`src/rtl/queue_pkg.sv`:
```
// -----------------------------------------------------------------------------
// queue_pkg
// Shared definitions for the two-entry ready/valid queue controller:
//   QUEUE_WIDTH / QUEUE_DEPTH : default payload width and entry count
//   QUEUE_AW / QUEUE_CW       : pointer and occupancy-count widths
//   queue_ptr_t / queue_cnt_t : pointer and count types for the default build
//   ptr_inc()                 : wrapping pointer increment (DEPTH-1 -> 0)
// -----------------------------------------------------------------------------
package queue_pkg;

    localparam int QUEUE_WIDTH = 113;
    localparam int QUEUE_DEPTH = 2;
    localparam int QUEUE_AW    = (QUEUE_DEPTH > 1) ? $clog2(QUEUE_DEPTH) : 1;
    localparam int QUEUE_CW    = $clog2(QUEUE_DEPTH + 1);

    typedef logic [QUEUE_AW-1:0] queue_ptr_t;
    typedef logic [QUEUE_CW-1:0] queue_cnt_t;

    // Wrapping increment kept width-agnostic so any queue depth can share it;
    // callers cast the result back to their own pointer width.
    function automatic int unsigned ptr_inc(input int unsigned ptr, input int unsigned depth);
        return (ptr == depth - 1) ? 0 : ptr + 1;
    endfunction

endpackage

```
`src/rtl/queue_ptr_ctrl.sv`:
```
// -----------------------------------------------------------------------------
// queue_ptr_ctrl
// Occupancy tracker for the queue: enqueue/dequeue pointers plus maybe_full.
// Ports:
//   i_clock, i_reset     : clock, synchronous active-high reset
//   i_do_enq, i_do_deq   : completed enqueue / dequeue this cycle
//   o_enq_ptr, o_deq_ptr : current write / read slot
//   o_empty, o_full      : derived status
//   o_count              : current occupancy (0..DEPTH)
// -----------------------------------------------------------------------------
module queue_ptr_ctrl
    import queue_pkg::*;
#(
    parameter  int DEPTH = QUEUE_DEPTH,
    localparam int AW    = (DEPTH > 1) ? $clog2(DEPTH) : 1,
    localparam int CW    = $clog2(DEPTH + 1)
) (
    input  logic          i_clock,
    input  logic          i_reset,
    input  logic          i_do_enq,
    input  logic          i_do_deq,
    output logic [AW-1:0] o_enq_ptr,
    output logic [AW-1:0] o_deq_ptr,
    output logic          o_empty,
    output logic          o_full,
    output logic [CW-1:0] o_count
);

    logic [AW-1:0] r_enq_ptr;
    logic [AW-1:0] r_deq_ptr;
    logic          r_maybe_full;

    logic [AW-1:0] w_enq_ptr_nxt;
    logic [AW-1:0] w_deq_ptr_nxt;
    logic [AW-1:0] w_ptr_diff;
    logic          w_ptr_match;
    logic [CW-1:0] w_count;

    assign w_enq_ptr_nxt = AW'(ptr_inc(32'(r_enq_ptr), 32'(DEPTH)));
    assign w_deq_ptr_nxt = AW'(ptr_inc(32'(r_deq_ptr), 32'(DEPTH)));

    // NOTE: sequential state uses non-blocking assignments so every register
    // samples pre-edge values, independent of statement order.
    always_ff @(posedge i_clock) begin
        if (i_reset) begin
            r_enq_ptr    <= '0;
            r_deq_ptr    <= '0;
            r_maybe_full <= 1'b0;
        end else begin
            if (i_do_enq) begin
                r_enq_ptr <= w_enq_ptr_nxt;
            end
            if (i_do_deq) begin
                r_deq_ptr <= w_deq_ptr_nxt;
            end
            // Equal pointers are ambiguous; the last unbalanced operation
            // tells whether they met by filling or by draining.
            if (i_do_enq != i_do_deq) begin
                r_maybe_full <= i_do_enq;
            end
        end
    end

    assign w_ptr_match = (r_enq_ptr == r_deq_ptr);
    // Power-of-two depth: modular subtraction in AW bits gives the occupancy.
    assign w_ptr_diff  = r_enq_ptr - r_deq_ptr;

    // NOTE: default assignment first so no path through the block leaves
    // w_count unassigned, which would infer a latch.
    always_comb begin
        w_count = '0;
        if (w_ptr_match) begin
            w_count = r_maybe_full ? CW'(DEPTH) : '0;
        end else begin
            w_count = CW'(w_ptr_diff);
        end
    end

    assign o_enq_ptr = r_enq_ptr;
    assign o_deq_ptr = r_deq_ptr;
    assign o_empty   = w_ptr_match & ~r_maybe_full;
    assign o_full    = w_ptr_match & r_maybe_full;
    assign o_count   = w_count;

endmodule

```
`src/rtl/queue_2x113.sv`:
```
// -----------------------------------------------------------------------------
// queue_2x113
// Two-entry ready/valid FIFO controller driving both ports of an external
// ram_2x113-style array (write port on the enqueue side, combinational read
// port on the dequeue side).
// Ports:
//   clock, reset             : clock, synchronous active-high reset
//   io_enq_valid/ready/bits  : producer handshake and payload
//   io_deq_valid/ready/bits  : consumer handshake and oldest payload
//   io_count                 : current occupancy
//   ram_W0_addr/en/clk/data  : array write port
//   ram_R0_addr/en/clk/data  : array read port (ram_R0_data is combinational)
// Optional feature (macro QUEUE_FLOW_EN): when empty, an offered enqueue is
// presented on the dequeue side in the same cycle; if it is also accepted
// there, the array and pointers are left untouched.
// -----------------------------------------------------------------------------
module queue_2x113
    import queue_pkg::*;
#(
    parameter  int WIDTH = QUEUE_WIDTH,
    parameter  int DEPTH = QUEUE_DEPTH,
    localparam int AW    = (DEPTH > 1) ? $clog2(DEPTH) : 1,
    localparam int CW    = $clog2(DEPTH + 1)
) (
    input  logic             clock,
    input  logic             reset,
    input  logic             io_enq_valid,
    output logic             io_enq_ready,
    input  logic [WIDTH-1:0] io_enq_bits,
    output logic             io_deq_valid,
    input  logic             io_deq_ready,
    output logic [WIDTH-1:0] io_deq_bits,
    output logic [CW-1:0]    io_count,
    output logic [AW-1:0]    ram_W0_addr,
    output logic             ram_W0_en,
    output logic             ram_W0_clk,
    output logic [WIDTH-1:0] ram_W0_data,
    output logic [AW-1:0]    ram_R0_addr,
    output logic             ram_R0_en,
    output logic             ram_R0_clk,
    input  logic [WIDTH-1:0] ram_R0_data
);

    logic [AW-1:0] w_enq_ptr;
    logic [AW-1:0] w_deq_ptr;
    logic          w_empty;
    logic          w_full;
    logic          w_do_enq;
    logic          w_do_deq;
    logic          w_bypass;
    logic          w_ctrl_enq;
    logic          w_ctrl_deq;

    // Full blocks enqueue even when a dequeue is happening: no pipe-through.
    assign io_enq_ready = ~w_full;

`ifdef QUEUE_FLOW_EN
    // Empty queue passes the producer's offer straight to the consumer.
    assign w_bypass     = w_empty & io_enq_valid & io_deq_ready;
    assign io_deq_valid = ~w_empty | io_enq_valid;
    assign io_deq_bits  = w_empty ? io_enq_bits : ram_R0_data;
`else
    assign w_bypass     = 1'b0;
    assign io_deq_valid = ~w_empty;
    assign io_deq_bits  = ram_R0_data;
`endif

    assign w_do_enq = io_enq_valid & io_enq_ready;
    assign w_do_deq = io_deq_valid & io_deq_ready;

    // A bypassed transfer never touches storage, so it is hidden from the
    // pointer logic on both sides.
    assign w_ctrl_enq = w_do_enq & ~w_bypass;
    assign w_ctrl_deq = w_do_deq & ~w_bypass;

    queue_ptr_ctrl #(
        .DEPTH (DEPTH)
    ) u_ptr_ctrl (
        .i_clock   (clock),
        .i_reset   (reset),
        .i_do_enq  (w_ctrl_enq),
        .i_do_deq  (w_ctrl_deq),
        .o_enq_ptr (w_enq_ptr),
        .o_deq_ptr (w_deq_ptr),
        .o_empty   (w_empty),
        .o_full    (w_full),
        .o_count   (io_count)
    );

    // NOTE: the array itself is never cleared; reset only empties the
    // pointers, which makes stale entries unreachable.
    assign ram_W0_addr = w_enq_ptr;
    assign ram_W0_en   = w_ctrl_enq & ~reset;
    assign ram_W0_clk  = clock;
    assign ram_W0_data = io_enq_bits;

    assign ram_R0_addr = w_deq_ptr;
    assign ram_R0_en   = 1'b1;
    assign ram_R0_clk  = clock;

endmodule

```
`config.mk`:
```
export PLATFORM = sky130hd
export DESIGN_NAME = queue_2x113
export DESIGN_NICKNAME = d
export VERILOG_FILES = /design/src/rtl/queue_pkg.sv /design/src/rtl/queue_ptr_ctrl.sv /design/src/rtl/queue_2x113.sv
export SDC_FILE = /design/constraint.sdc
export NUM_CORES = 1
export LEC_CHECK = 0
export ABC_CLOCK_PERIOD_IN_PS = 2300
export BUFFER_PORTS_ARGS = -buffer_cell sky130_fd_sc_hd__buf_2
export CORE_AREA = 3 3 182 184
export CTS_BUF_LIST = sky130_fd_sc_hd__clkbuf_4 sky130_fd_sc_hd__clkbuf_8
export DETAILED_ROUTE_END_ITERATION = 10
export DIE_AREA = 0 0 185 187
export GPL_TIMING_DRIVEN = 1
export MAX_ROUTING_LAYER = met4
export PLACE_DENSITY = 0.42
export SLEW_MARGIN = 40
export SYNTH_ARGS = -nofsm -noshare
export SYNTH_HDL_FRONTEND = slang
export SYNTH_HIERARCHICAL = 1
export SYNTH_SLANG_ARGS = --single-unit
```
`constraint.sdc`:
```
create_clock -name clock -period 2.3 [get_ports clock]
set_input_delay 0.345 -clock clock [delete_from_list [all_inputs] [get_ports clock]]
set_output_delay 0.345 -clock clock [all_outputs]
set_load 0.005 [all_outputs]
```
==> impl_results.md <==
* Status: completed
* Post-Syn Area per Cell at around 7.6 um^2
* Cell count of the worst reg-to-reg path at 5
* Post-synthesis sequential area ratio at under 10%
* Power density over the cells at 786 nW/um^2
* Setup TNS at 0 ps
* CTS tree: done
* Die area at 34600 um^2
* Most used DFF post-synth: dfxtp_1
* Critical Path AT at ~1500 ps
* Core area at 31600 um^2
* GRT overflow at 0
* Post-route ant nets at 0
* Hold-critical path endpoint: u_ptr_ctrl/o_enq_ptr
* First-pass GRT wire length at ~8000 um
* Worst Skew at 0.159 ps
* Nets@finish at 272
* Maximum VDD drop at about 0.66 mV
* Starting Density at 6.03%
* Cells after Synth at ~250
* Most used cell, CP: clkbuf_8
* Hold depth at 2
* Post-synth cell types at 13
* Initial DRC Count at 15
* DRC at 0
* Setup slack, reg-to-reg at between 900 and 1000 ps
* Drt total wl at roughly 7000 um
* Fillers at 3766
* Vias in the first global route at roughly 780
* Area grow syn2layout at -55.7%
* Post-CTS Setup Bufs at 0
* Post-CTS Resized at 0
* Fraction of registers with async set/reset at 0%
* Average wire per standard cell at ~16 um
* Post-DP Area at around 740 um^2
* Routed vias at between 500 and 600
* #FFs+latches synth at 3
* Hold Crit Class: in2reg
* GPL Wtd Cong at 0.568
* Worst skew pair latency at approximately 320 ps
* Fin. Hold Viols at 0
* Commonest non-fill, non-tap cell in the layout: buf_2
* Layout cells sized above 1 at 56.1%
* Dpl ws at 703 ps
* Post-synth EDFFs at 0
* Mapped cell area at roughly 1900 um^2
* Die width at around 190 um
* Post-detail-place hpwl at roughly 5500 um
* Crit-path cells: clkbuf_8 > clkbuf_8 > buf_2
* Largest net degree at the start of global routing at 6
* I/O Buffers at 12
* RSZ-0062 raised after global routing: false
* Fin area at ~840 um^2
* Drt pass-1 iters at 2
* Largest delay share family, worst path: buffers and inverters
* Req. time, crit path at roughly 2000 ps
* Hold buffers post-CTS at 0
* Syn Nets at a little under 500
* DR vias/cell at ~1.3
* Max-cap violations at 0
* Gr usage total at roughly 3.8%
* CTS clock-pin slew for the worst setup and hold paths at about 30 ps
* Antenna diodes at 0
* Hold Startpoint: reset
* Crit-path slowest cell: clkbuf_8
* CP Class: clk2out
* CP Max Fanout at 2
* Buf+Inv Stages, Crit Path at 3
* Worst hold slack at 277 ps
* # setup viols final at 0
* Die height at ~190 um
* CP Capture Type: output pin
* Slowest stage delay, CP at between 100 and 150 ps
* I/O pin count at approximately 470
* Critical path launch point type: clock port
* R2R Path Start: u_ptr_ctrl/o_deq_ptr
* Initial antenna violation count at 0
* Syn. warnings at 6
* Slew Viols, Final at 0
* Highest-count cells in the layout ignoring fill and taps: buf_2 (12), clkbuf_8 (7), nor2_1 (4), inv_1 (3), dfxtp_1 (3)
* LEAKAGE at 0.000185 uW
* FP Rows at 65
* Final setup margin at ~460 ps
* R2r endpoint: u_ptr_ctrl/r_maybe_full
==> synthesized netlist by cell type, types with 2 or more instances <==
library cell    n  area, um^2
nor2b_1         2        12.5
nor2_1          4        15.0
inv_1           3        11.3
dfxtp_1         3        60.1
xnor2_1         2        17.5
buf_4         230        1730
==> per-layer routing <==
layer  part of all wire [%]  GRT usage (%)  vias up
met2                     25           2.69      187
met5                      0              -        -
met3                     31           4.40      148
met4                     29           10.8        0
met1                     15           1.61      154
li1                       -              -      101
==> worst max-delay path by stage <==
| stage | start | end | slack, ps | depth (start not counted) |
|---|---|---|---|---|
| after detailed placement | clock | ram_R0_clk | 700 | 1 |
| after global routing | clock | ram_W0_clk | 450 | 3 |
| after floorplan | clock | ram_R0_clk | 690 | 1 |
| final | clock | ram_W0_clk | 460 | 3 |
| after CTS | clock | ram_W0_clk | 450 | 3 |
| after global placement | clock | ram_R0_clk | 700 | 1 |
==> flip-flops by register name (all words and copies together) (netlist names) <==
name and count:
u_ptr_ctrl/r_maybe_full 1, u_ptr_ctrl/o_deq_ptr 1, u_ptr_ctrl/o_enq_ptr 1
==> report_power, final <==
group / switching, uW / total [uW] / internal, uW
combinational: 101 / 187 / 85.8
clock: 84.9 / 385 / 301
sequential: 18.7 / 90.4 / 71.7
total: 205 / 663 / 458
==> metrics by stage <==
| stage | instances | utilization, % | total power, uW |
|---|---|---|---|
| after CTS | 443 | 2.67 | 685 |
| after floorplan | 251 | - | 576 |
| after global routing | 443 | 2.67 | 715 |
| after detailed placement | 435 | 2.34 | 322 |
| after global placement | 435 | 2.34 | 325 |
| final | 443 | 2.67 | 663 |
==> logic make-up after synthesis <==
logic type      Yosys count  share of synthesized area, %
buf+inv                 233                          91.3
simple gates             10                          3.29
xor+xnor                  3                          1.38
flops                     3                          3.16
compound gates            1                         0.657
other cells               1                         0.197
==> layout make-up <==
type | count | area (um^2) | area share [%]
clock buffers | 10 | 114 | 13.5
inverters | 3 | 11.3 | 1.34
multi-input cells | 15 | 105 | 12.5
flip-flops and latches | 3 | 60.1 | 7.12
well taps | 402 | 503 | 59.6
repair buffers | 10 | 50.0 | 5.93
==> worst register-to-register path, stage by stage, from the launching register on <==
cell	delay, ps
dfxtp_1	370
xor2_1	270
nor2_1	100
nor2b_1	230
and2b_2	190
o22ai_2	60
Note: power is estimated with default switching activity, not from simulation.
